--- config.mk ---
export PLATFORM = sky130hd
export DESIGN_NAME = dp_sequencer
export DESIGN_NICKNAME = d
export VERILOG_FILES = /design/src/rtl/dp_sequencer.sv
export SDC_FILE = /design/constraint.sdc
export NUM_CORES = 1
export LEC_CHECK = 0
export ABC_AREA = 1
export CORE_MARGIN = 2
export CORE_UTILIZATION = 35
export DETAILED_ROUTE_END_ITERATION = 12
export PLACE_DENSITY_LB_ADDON = 0.05
export SLEW_MARGIN = 20
export SYNTH_ARGS = -nofsm -noshare
export SYNTH_HDL_FRONTEND = slang
export SYNTH_SLANG_ARGS = --single-unit
--- constraint.sdc ---
create_clock -name clk -period 3.1 [get_ports clk]
set_input_delay 0.62 -clock clk [delete_from_list [all_inputs] [get_ports clk]]
set_output_delay 0.62 -clock clk [all_outputs]
set_load 0.03 [all_outputs]
--- src/rtl/dp_sequencer.sv ---
// dp_sequencer
// Multi-cycle control unit for the data_path block. Fetches a 16-bit
// instruction, decodes it, then steps data_path through operand read,
// ALU execution, register writeback and PC update. A watchdog counter
// catches a datapath that never raises its completion strobe.
//
// Ports:
//   clk, rst_n      : clock (rising edge) and asynchronous active-low reset
//   start           : level start / resume request (IDLE and HALT only)
//   instr           : instruction word from instruction memory
//   instr_valid     : instr is valid this cycle
//   instr_req       : fetch request, high only in FETCH
//   dp_done         : data_path completion strobe, observed only in WAIT
//   en_in           : one-cycle datapath operation start (EXEC)
//   en_pc_pulse     : one-cycle PC update pulse (PCUP)
//   pc_ctrl         : 00 hold, 01 PC+1, 10 load offset_addr (nonzero only in PCUP)
//   offset_addr     : jump target, IR[7:0]
//   offset          : immediate operand, IR[7:0]
//   rd, rs          : destination / source register, IR[11:10] / IR[9:8]
//   alu_in_sel      : 0 = register rs, 1 = immediate
//   alu_func        : ALU function code
//   reg_en          : one-hot register write enable (WB)
//   busy            : high outside IDLE, HALT and ERR
//   halted          : high in HALT
//   error           : high in ERR (sticky until reset)

module dp_sequencer #(
    parameter int DWIDTH  = 16,
    parameter int TIMEOUT = 15
) (
    input  logic              clk,
    input  logic              rst_n,
    input  logic              start,
    input  logic [DWIDTH-1:0] instr,
    input  logic              instr_valid,
    output logic              instr_req,
    input  logic              dp_done,
    output logic              en_in,
    output logic              en_pc_pulse,
    output logic [1:0]        pc_ctrl,
    output logic [7:0]        offset_addr,
    output logic [7:0]        offset,
    output logic [1:0]        rd,
    output logic [1:0]        rs,
    output logic              alu_in_sel,
    output logic [2:0]        alu_func,
    output logic [3:0]        reg_en,
    output logic              busy,
    output logic              halted,
    output logic              error
);

    typedef enum logic [3:0] {
        IDLE,
        FETCH,
        DECODE,
        EXEC,
        WAIT,
        WB,
        PCUP,
        HALT,
        ERR
    } state_t;

    localparam logic [3:0] OP_NOP  = 4'b0000;
    localparam logic [3:0] OP_ADD  = 4'b0001;
    localparam logic [3:0] OP_SUB  = 4'b0010;
    localparam logic [3:0] OP_AND  = 4'b0011;
    localparam logic [3:0] OP_OR   = 4'b0100;
    localparam logic [3:0] OP_XOR  = 4'b0101;
    localparam logic [3:0] OP_ADDI = 4'b1000;
    localparam logic [3:0] OP_SUBI = 4'b1001;
    localparam logic [3:0] OP_JMP  = 4'b1100;
    localparam logic [3:0] OP_HALT = 4'b1111;

    // Last WAIT count value before the watchdog gives up.
    localparam logic [7:0] WAIT_LAST = 8'(TIMEOUT - 1);

    state_t            state;
    state_t            next_state;
    logic [DWIDTH-1:0] ir;
    logic [7:0]        wait_cnt;

    logic [3:0] opcode;
    logic       is_alu_reg;
    logic       is_alu_imm;

    assign opcode     = ir[15:12];
    assign is_alu_reg = (opcode >= OP_ADD) && (opcode <= OP_XOR);
    assign is_alu_imm = (opcode == OP_ADDI) || (opcode == OP_SUBI);

    // State register. Reset takes effect immediately, so every strobe
    // decoded from the state drops the moment rst_n falls.
    always_ff @(posedge clk or negedge rst_n) begin
        if (!rst_n) begin
            state <= IDLE;
        end else begin
            state <= next_state;
        end
    end

    // Instruction register: only a valid word presented during FETCH is taken.
    always_ff @(posedge clk or negedge rst_n) begin
        if (!rst_n) begin
            ir <= '0;
        end else if (state == FETCH && instr_valid) begin
            ir <= instr;
        end
    end

    // Watchdog counter: cleared in EXEC, counts WAIT cycles without dp_done.
    always_ff @(posedge clk or negedge rst_n) begin
        if (!rst_n) begin
            wait_cnt <= '0;
        end else if (state == EXEC) begin
            wait_cnt <= '0;
        end else if (state == WAIT && !dp_done) begin
            wait_cnt <= wait_cnt + 8'd1;
        end
    end

    // Next-state logic. In the final WAIT cycle a dp_done still wins over
    // the timeout because it is tested first.
    always_comb begin
        next_state = state;
        case (state)
            IDLE:   if (start) next_state = FETCH;
            FETCH:  if (instr_valid) next_state = DECODE;
            DECODE: begin
                if (is_alu_reg || is_alu_imm) begin
                    next_state = EXEC;
                end else if (opcode == OP_NOP || opcode == OP_JMP) begin
                    next_state = PCUP;
                end else if (opcode == OP_HALT) begin
                    next_state = HALT;
                end else begin
                    next_state = ERR;
                end
            end
            EXEC:   next_state = WAIT;
            WAIT: begin
                if (dp_done) begin
                    next_state = WB;
                end else if (wait_cnt == WAIT_LAST) begin
                    next_state = ERR;
                end
            end
            WB:     next_state = PCUP;
            PCUP:   next_state = FETCH;
            HALT:   if (start) next_state = PCUP;
            ERR:    next_state = ERR;
            default: next_state = IDLE;
        endcase
    end

    // Output decode from state and IR only. IR is frozen outside FETCH,
    // so the operand fields stay stable from EXEC through WB. In PCUP the
    // IR still holds the instruction that led there: JMP loads the target,
    // everything else (NOP, ALU writeback, HALT resume) steps to PC+1.
    always_comb begin
        instr_req   = 1'b0;
        en_in       = 1'b0;
        en_pc_pulse = 1'b0;
        pc_ctrl     = 2'b00;
        reg_en      = 4'b0000;
        busy        = 1'b1;
        halted      = 1'b0;
        error       = 1'b0;
        alu_func    = 3'b000;
        alu_in_sel  = 1'b0;

        rd          = ir[11:10];
        rs          = ir[9:8];
        offset      = ir[7:0];
        offset_addr = ir[7:0];

        if (is_alu_reg) begin
            alu_func = 3'(opcode - OP_ADD);
        end else if (is_alu_imm) begin
            alu_func   = (opcode == OP_SUBI) ? 3'b001 : 3'b000;
            alu_in_sel = 1'b1;
        end

        case (state)
            IDLE:  busy = 1'b0;
            FETCH: instr_req = 1'b1;
            EXEC:  en_in = 1'b1;
            WB:    reg_en = 4'b0001 << ir[11:10];
            PCUP: begin
                en_pc_pulse = 1'b1;
                pc_ctrl     = (opcode == OP_JMP) ? 2'b10 : 2'b01;
            end
            HALT: begin
                busy   = 1'b0;
                halted = 1'b1;
            end
            ERR: begin
                busy  = 1'b0;
                error = 1'b1;
            end
            default: ;
        endcase
    end

endmodule

== After elaboration in Yosys (flattened, before gate mapping) ==
Index checks and enable logic that the tools add are counted.
Storage, ports and cells
  register bits after elaboration: 28
  output and inout port bits: 36
  word-level logic and storage cells: 62
  input bits: 21
Operators by class
  equal/unequal tests: 17
  $add $sub $neg: 2
  shift operators: 1
  $lt $le $gt $ge: 2
  muxes and demuxes: 25
  reductions and logical operators: 12
Operators by type and width (count)
  2-to-1 mux 4 bit: 9
  one-hot mux 4 bit (9 select lines): 1
  equality test 4 bit (second input constant): 5
  equality test 4 x 3 -> 1 bit (second input constant): 4
  2-to-1 mux 8 bit: 2
  2-to-1 mux 1 bit: 10
  adder 8 x 1 -> 8 bit (second input constant): 1
  equality test 4 x 2 -> 1 bit (second input constant): 2
  equality test 8 x 4 -> 1 bit (second input constant): 1
  zero test 4 bit: 2
  inequality test 2 bit (second input constant): 3
  equality test 4 x 1 -> 1 bit (second input constant): 1
  >= comparator 4 x 1 -> 1 bit (second input constant): 1
  <= comparator 4 x 3 -> 1 bit (second input constant): 1
  2-to-1 mux 2 bit: 2
  AND reduction 4 bit: 1
  left shift 1 x 2 -> 4 bit (first input constant): 1
  logical AND 1 bit: 3
  logical OR 1 bit: 3
  2-to-1 mux 3 bit: 1
  inequality test 3 x 2 -> 1 bit (second input constant): 1
  OR reduction 3 bit: 1
  subtractor 3 x 1 -> 3 bit (second input constant): 1
  nonzero test 2 bit: 1
  zero test 1 bit: 1

== Depth between registers and ports, before layout ==
Gate-level depths: netlist (run 1).
  depth after elaboration: 5
  gate-level depth with buffers: 11
  gate-level depth less buffers: 11

== Least setup slack after synthesis (run 1) ==
OpenSTA, ideal clock, no wires.
  path kind: register -> output
  from: register ir[12]
  to: output alu_func[0]
  setup slack: 1.067 ns
  stages on the path, launching flop included: 8
  buffers on the path: 0
  data required time: 2.480 ns
  data arrival time: 1.413 ns
  cell sequence: dfrtp_1 -> inv_1 -> ha_1 -> inv_1 -> nand2_1 -> nand3_1 -> nand2_1 -> o22ai_1
Between the ends
  longest elaborated chain between the ends: 4
  elaborated cells between the ends (all ways): 10
  those cells by class: 1 x add/sub; 2 x order compare; 2 x eq/ne; 3 x mux; 2 x reduce/logical
Ends and longest elaborated chain
  from (decl): RTL line 81  | logic [DWIDTH-1:0] ir;
  from (signal assigned): RTL line 107  | ir <= instr;
  equality test 4 bit (on tied branches): RTL line 90, 180
  2-to-1 mux 1 bit / logical OR 1 bit (equally long branches): RTL line 180, 90
  2-to-1 mux 1 bit: RTL line 179  | end else if (is_alu_imm) begin
  2-to-1 mux 3 bit (*): RTL line 177  | if (is_alu_reg) begin
  to (decl): RTL line 46  | output logic [2:0] alu_func,
Every way passes the cells marked *; elsewhere a longest branch is shown, timed or not.

== Worst setup path after layout (run 1) ==
Ends and elaborated chain as after synthesis.

==> results of run 1 <==
cells in the mapped netlist (all sizes together), types with 2 or more instances:
master and count:
nor3 8, a31oi 2, nand4 4, inv 30
nor2 28, ha 6, mux2 10, dfrtp 28
nand2 47, a21oi 11, o21bai 2, nand3 12
buf 22, o21ai 7
state kept, by name, indices dropped and copies added, names as in the netlist:
name	flops
ir	16
state	4
wait_cnt	8
cell type report:
class                   instances  area share
clock inverters                 1     0.01282
multi-input cells             140      0.3419
flip-flops and latches         28      0.2991
clock buffers                   3     0.01763
inverters                      31     0.05021
repair buffers                 57      0.2425
well taps                      67     0.03579
per-stage QoR:
| step | cells | hold WS (ns) | power (W) | utilization |
|---|---|---|---|---|
| global route | 327 | 0.5472 | 0.002516 | 0.4862 |
| CTS | 327 | 0.5198 | 0.002356 | 0.4862 |
| finish | 327 | 0.5203 | 0.002335 | 0.4862 |
| global placement | 323 | 0.4947 | 0.002062 | 0.4714 |
| floorplan | 221 | 0.3244 | 0.001740 | - |
| detailed placement | 323 | 0.4920 | 0.002048 | 0.4714 |
layer usage:
metal  wire length, µm  track usage
met1              1914       0.2028
met2              1575       0.2242
met3               244      0.03836
met4                40      0.04094
met5                 0            0
power groups by stage:
stage / logic [W] / registers (W) / clock network [W]
global route: 0.00153 / 0.000668 / 0.000320
detailed placement: 0.00140 / 0.000643 / 0
global placement: 0.00141 / 0.000652 / 0
floorplan: 0.00112 / 0.000615 / 0
finish: 0.00139 / 0.000643 / 0.000297
CTS: 0.00141 / 0.000644 / 0.000305
kinds of logic after synthesis:
group	Yosys count	share of synthesized area
buffers and inverters	53	0.1591
adder cells (fa/ha/maj)	6	0.04205
AO/OA/AOI/OAI	23	0.06937
AND/OR/NAND/NOR	101	0.2572
multiplexers	10	0.07989
flip-flops	28	0.3924
worst paths after layout:
path / from / end / slack [ns]
setup / recovery: ir[12] / alu_func[0] / 0.35
hold / removal: wait_cnt[2] / wait_cnt[2] / 0.52
setup reg to reg: ir[12] / state[2] / 1.56
hold reg to reg: wait_cnt[2] / wait_cnt[2] / 0.52
max in group asynchronous: rst_n / ir[2] / 2.12
min in group asynchronous: rst_n / state[1] / 0.70
critical path, cell delays in order, from the launching register on:
cell and delay, ns:
dfrtp_1 0.41, inv_1 0.10, ha_1 0.21, inv_1 0.05, nand2_1 0.06, nand3_1 0.06, nand2_1 0.13, o22ai_1 0.14
clkdlybuf4s50_1 0.69
==> qor.txt, run 1 <==
post-synthesis cell area = 1785 µm²
number of fill cells in the layout = 478
Worst-path clk slew = 0.11 ns
worst slack, placed = 0.6442 ns
Max Clock Skew = 0.005819 ns
setup ws final = 0.3517 ns
final hold vios = 0
switching part of the total power = 0.4575
kind of critical path = flip-flop to primary output
total wire length = 3775 µm
Clk pwr share = 0.127
1st-pass router iterations = 4
syn_nets = 248
most frequent cells in the layout = 56 x clkdlybuf4s50_1, 45 x nand2_1, 28 x inv_1, 28 x dfrtp_1, 24 x nor2_1
WHS Path Cells = 1
synth top area cells = dfrtp_1 39%, nand2_1 9.5%, buf_4 8.4%
Worst Path Required = 2.48 ns
clk_lat worst skew = 0.28 ns
Final Cell Area = 2342 µm²
Slew @ Worst Pin = 0.3583 ns
placed instance area = 2271 µm²
CTS tree = yes
layout cells sized above 1 = 0.1000
antenna-violating nets left = 0
Seq/Total Area, Yosys = 0.3924
drt drc = 0
Syn. warnings = 0
die area = 5689 µm²
Worst Setup Start Kind = flip-flop
PwrDens = 996.7 nW/µm²
Highest Clock Rate = 363.9 MHz
first-iteration detailed-routing DRC count = 49
Mapped Cells = 221
commonest non-fill, non-tap cell in the layout = clkdlybuf4s50_1
FF+latch count, synth = 28
DR WL/cell = 11.54 µm
Layout area overhead = 31.18%
Nets = 288
post-DP HPWL = 2764 µm
setup bufs post-CTS = 0
minimum clock period = 2.748 ns
# setup viols final = 0
Final period util = 0.8865
initial antenna violation count = 0
Horiz. Die Dim = 75.43 µm
hold crit path type = flip-flop to flip-flop
GP Congestion = 0.8201
Post-synth EDFFs = 0
max-slew violation count = 0
clock buffer depth = 2
vias in the first global route = 1373
Synth top area share = 0.3924
GRT Util Overall = 0.1456
post-synth top area cell = dfrtp_1
CTS Hold Buffers Added = 0
synth unique cells = 27
Slew headroom = 0.7611
crit path DAT = 2.13 ns
post_cts resized = 0
Congestion Overflow GR = 0
Vias = 1463
Worst Setup End Kind = primary output
total CTS buffers = 3
number of placement rows = 25
Logic pwr share = 0.597
Top FF cell, synth = dfrtp_1
H-tree levels = 1
Max Fanout on Critical Path = 6
RSZ-0062 raised after global routing = false
max-cap violations = 0
Leak Pwr = 1.167 nW
ANT cells = 0
core area = 4817 µm²
Reg power frac = 0.276
Psw = 0.001068 W
internal power = 0.001267 W
initial core utilization = 0.3706
Synth Area per Inst = 8.079 µm²
first-pass GRT wire length = 6306 µm
post-DR vias/cell = 4.474
I/O Pins = 57
Async SR Flop Fraction = 1.000
FF+latch area = 700.7 µm²
clk sinks = 28
Clock Tree Root = clkbuf_8
pin count of the biggest net entering global routing = 29
die extent in y = 75.43 µm
FF-to-FF path depth = 7
status = complete, no violations
maximum vdd ir drop = 0.5481 mV
Final TNS setup = 0 ns
I/O Buffers = 56
area of the multi-input gates = 800.8 µm²
(Power assumes the default switching activity.)
==> inputs of run 2 (changes only) <==
--- a/config.mk
+++ b/config.mk
@@ -10,7 +10,6 @@
 export CORE_UTILIZATION = 35
 export DETAILED_ROUTE_END_ITERATION = 12
 export PLACE_DENSITY_LB_ADDON = 0.05
-export SLEW_MARGIN = 20
 export SYNTH_ARGS = -nofsm -noshare
 export SYNTH_HDL_FRONTEND = slang
 export SYNTH_SLANG_ARGS = --single-unit
==> results of run 2 <==
Same layout as run 1: the final DEF is identical, and so are final timing and power.
==> inputs of run 3 (changes only) <==
--- a/config.mk
+++ b/config.mk
@@ -9,6 +9,7 @@
 export CORE_MARGIN = 2
 export CORE_UTILIZATION = 35
 export DETAILED_ROUTE_END_ITERATION = 12
+export MAX_ROUTING_LAYER = met4
 export PLACE_DENSITY_LB_ADDON = 0.05
 export SYNTH_ARGS = -nofsm -noshare
 export SYNTH_HDL_FRONTEND = slang
==> run 3 against run 2 <==
Effect of this change: setup slack hardly changed; die area stayed put; cell count stayed put; combinational power hardly changed; clock power hardly changed; fmax hardly changed.
==> qor.txt, run 3 (same netlist as run 1, synthesis figures left out) <==
clk_lat worst skew = 0.28 ns (about the same)
Worst Setup End Kind = primary output
PwrDens = 997.0 nW/µm² (about the same)
setup ws final = 0.3519 ns (+0.0001860 ns)
clock buffer depth = 2 (unchanged)
die extent in y = 75.43 µm (unchanged)
Layout area overhead = 31.18% (unchanged)
Horiz. Die Dim = 75.43 µm (unchanged)
met3 usage = 0.03175 (-0.006614)
initial core utilization = 0.3706 (unchanged)
die area = 5689 µm² (unchanged)
setup bufs post-CTS = 0 (unchanged)
Top delay family on crit path = buffers and inverters
R2R Setup Slk = 1.56 ns (about the same)
drt drc = 0 (unchanged)
DR WL/cell = 11.55 µm (about the same)
vias in the first global route = 1374 (+0.073%)
GRT Max-Usage Layer = met2
Clock Tree Root = clkbuf_8
number of placement rows = 25 (unchanged)
CTS Hold Buffers Added = 0 (unchanged)
1st-pass router iterations = 4 (unchanged)
final hold vios = 0 (unchanged)
placed instance area = 2271 µm² (unchanged)
antenna-violating nets left = 0 (unchanged)
worst slack, placed = 0.6442 ns (unchanged)
Crit-path slowest cell = clkdlybuf4s50_1
H-tree levels = 1 (unchanged)
Worst-path clk slew = 0.11 ns (about the same)
number of flip-flops in the largest register = 16 (unchanged)
first-pass GRT wire length = 6299 µm (-0.11%)
pin count of the biggest net entering global routing = 29 (unchanged)
CTS tree = yes
initial antenna violation count = 0 (unchanged)
I/O Pins = 57 (unchanged)
slowest stage delay, CP = 0.69 ns (about the same)
number of fill cells in the layout = 478 (unchanged)
biggest regs = ir: 16 flops, wait_cnt: 8 flops, state: 4 flops
RSZ-0062 raised after global routing = false
Worst Setup Start Kind = flip-flop
clk sinks = 28 (unchanged)
area of the multi-input gates = 800.8 µm² (unchanged)
hold crit path type = flip-flop to flip-flop
GP Congestion = 0.8324 (+1.5%)
GR Layer Usage met1 = 0.2070 (+0.004139)
Leak Pwr = 1.167 nW (unchanged)
ANT cells = 0 (unchanged)
Top reg by flops = ir
Final TNS setup = 0 ns (unchanged)
I/O Buffers = 56 (unchanged)
Max Clock Skew = 0.005863 ns (+0.00004360 ns)
Congestion Overflow GR = 0 (unchanged)
Slew headroom = 0.7612 (about the same)
Final Cell Area = 2342 µm² (unchanged)
minimum clock period = 2.748 ns (-0.0001860 ns)
Final period util = 0.8865 (about the same)
FF+latch area = 700.7 µm² (unchanged)
GRT Util Overall = 0.1501 (+0.004477)
Min Hold Slack = 0.5204 ns (+0.00007600 ns)
Worst Path Required = 2.48 ns (about the same)
# setup viols final = 0 (unchanged)
max-slew violation count = 0 (unchanged)
Slew @ Worst Pin = 0.3583 ns (-0.00001454 ns)
total CTS buffers = 3 (unchanged)
post-DP HPWL = 2764 µm (unchanged)
Nets = 288 (unchanged)
maximum vdd ir drop = 0.5488 mV (+0.14%)
max-cap violations = 0 (unchanged)
core area = 4817 µm² (unchanged)
crit path DAT = 2.13 ns (about the same)
Vias = 1463 (unchanged)
layout cells sized above 1 = 0.1000 (unchanged)
Highest Clock Rate = 363.9 MHz (about the same)
Final Core Density = 0.4862 (unchanged)
Max Fanout on Critical Path = 6 (unchanged)
commonest non-fill, non-tap cell in the layout = clkdlybuf4s50_1
kind of critical path = flip-flop to primary output
post_cts resized = 0 (unchanged)
GR Util met2 = 0.2242 (unchanged)
post-DR vias/cell = 4.474 (unchanged)
Critical Path, Cell by Cell = inv_1 > ha_1 > inv_1 > nand2_1 > nand3_1 > nand2_1 > o22ai_1 > clkdlybuf4s50_1
most frequent cells in the layout = 56 x clkdlybuf4s50_1, 45 x nand2_1, 28 x inv_1, 28 x dfrtp_1, 24 x nor2_1
first-iteration detailed-routing DRC count = 49 (unchanged)
total wire length = 3777 µm (about the same)
status = complete, no violations
CP Buf/Inv Count = 3 (unchanged)
==> run 3: cell counts in the layout (fill, tap and decap cells not counted) <==
No cell type changed its count.
==> run 3: layout make-up <==
| cell class | count | share of cell area |
|---|---|---|
| multi-input cells | 140 | 0.3419 |
| flip-flops and latches | 28 | 0.2991 |
| repair buffers | 57 | 0.2425 |
| inverters | 31 | 0.05021 |
| well taps | 67 | 0.03579 |
| clock buffers | 3 | 0.01763 |
| clock inverters | 1 | 0.01282 |
==> run 3: per-stage QoR <==
stage                     std cells  power, W
after global routing            327  0.002515
after floorplan                 221  0.001740
after global placement          323  0.002062
after detailed placement        323  0.002048
after CTS                       327  0.002356
final                           327  0.002335
==> run 3: layer usage <==
layer | wire [µm] | up-vias
li1 | - | 766
met1 | 1954 | 649
met2 | 1576 | 44
met3 | 205 | 4
met4 | 40 | 0
met5 | 0 | -
==> run 3: final timing paths <==
path / from / to / cells past startpoint
max reg2reg: ir[12] / state[2] / 7
min in group asynchronous: rst_n / state[1] / 2
min reg2reg: wait_cnt[2] / wait_cnt[2] / 1
min: wait_cnt[2] / wait_cnt[2] / 1
max: ir[12] / alu_func[0] / 8
max in group asynchronous: rst_n / ir[2] / 2
==> run 3: where the power goes <==
group	leakage (nW)	switching, W	total [W]	internal (W)
Clock	0.0357	0.000124	0.000297	0.000173
Combinational	0.787	0.000806	0.00139	0.000589
Sequential	0.344	0.000139	0.000644	0.000505
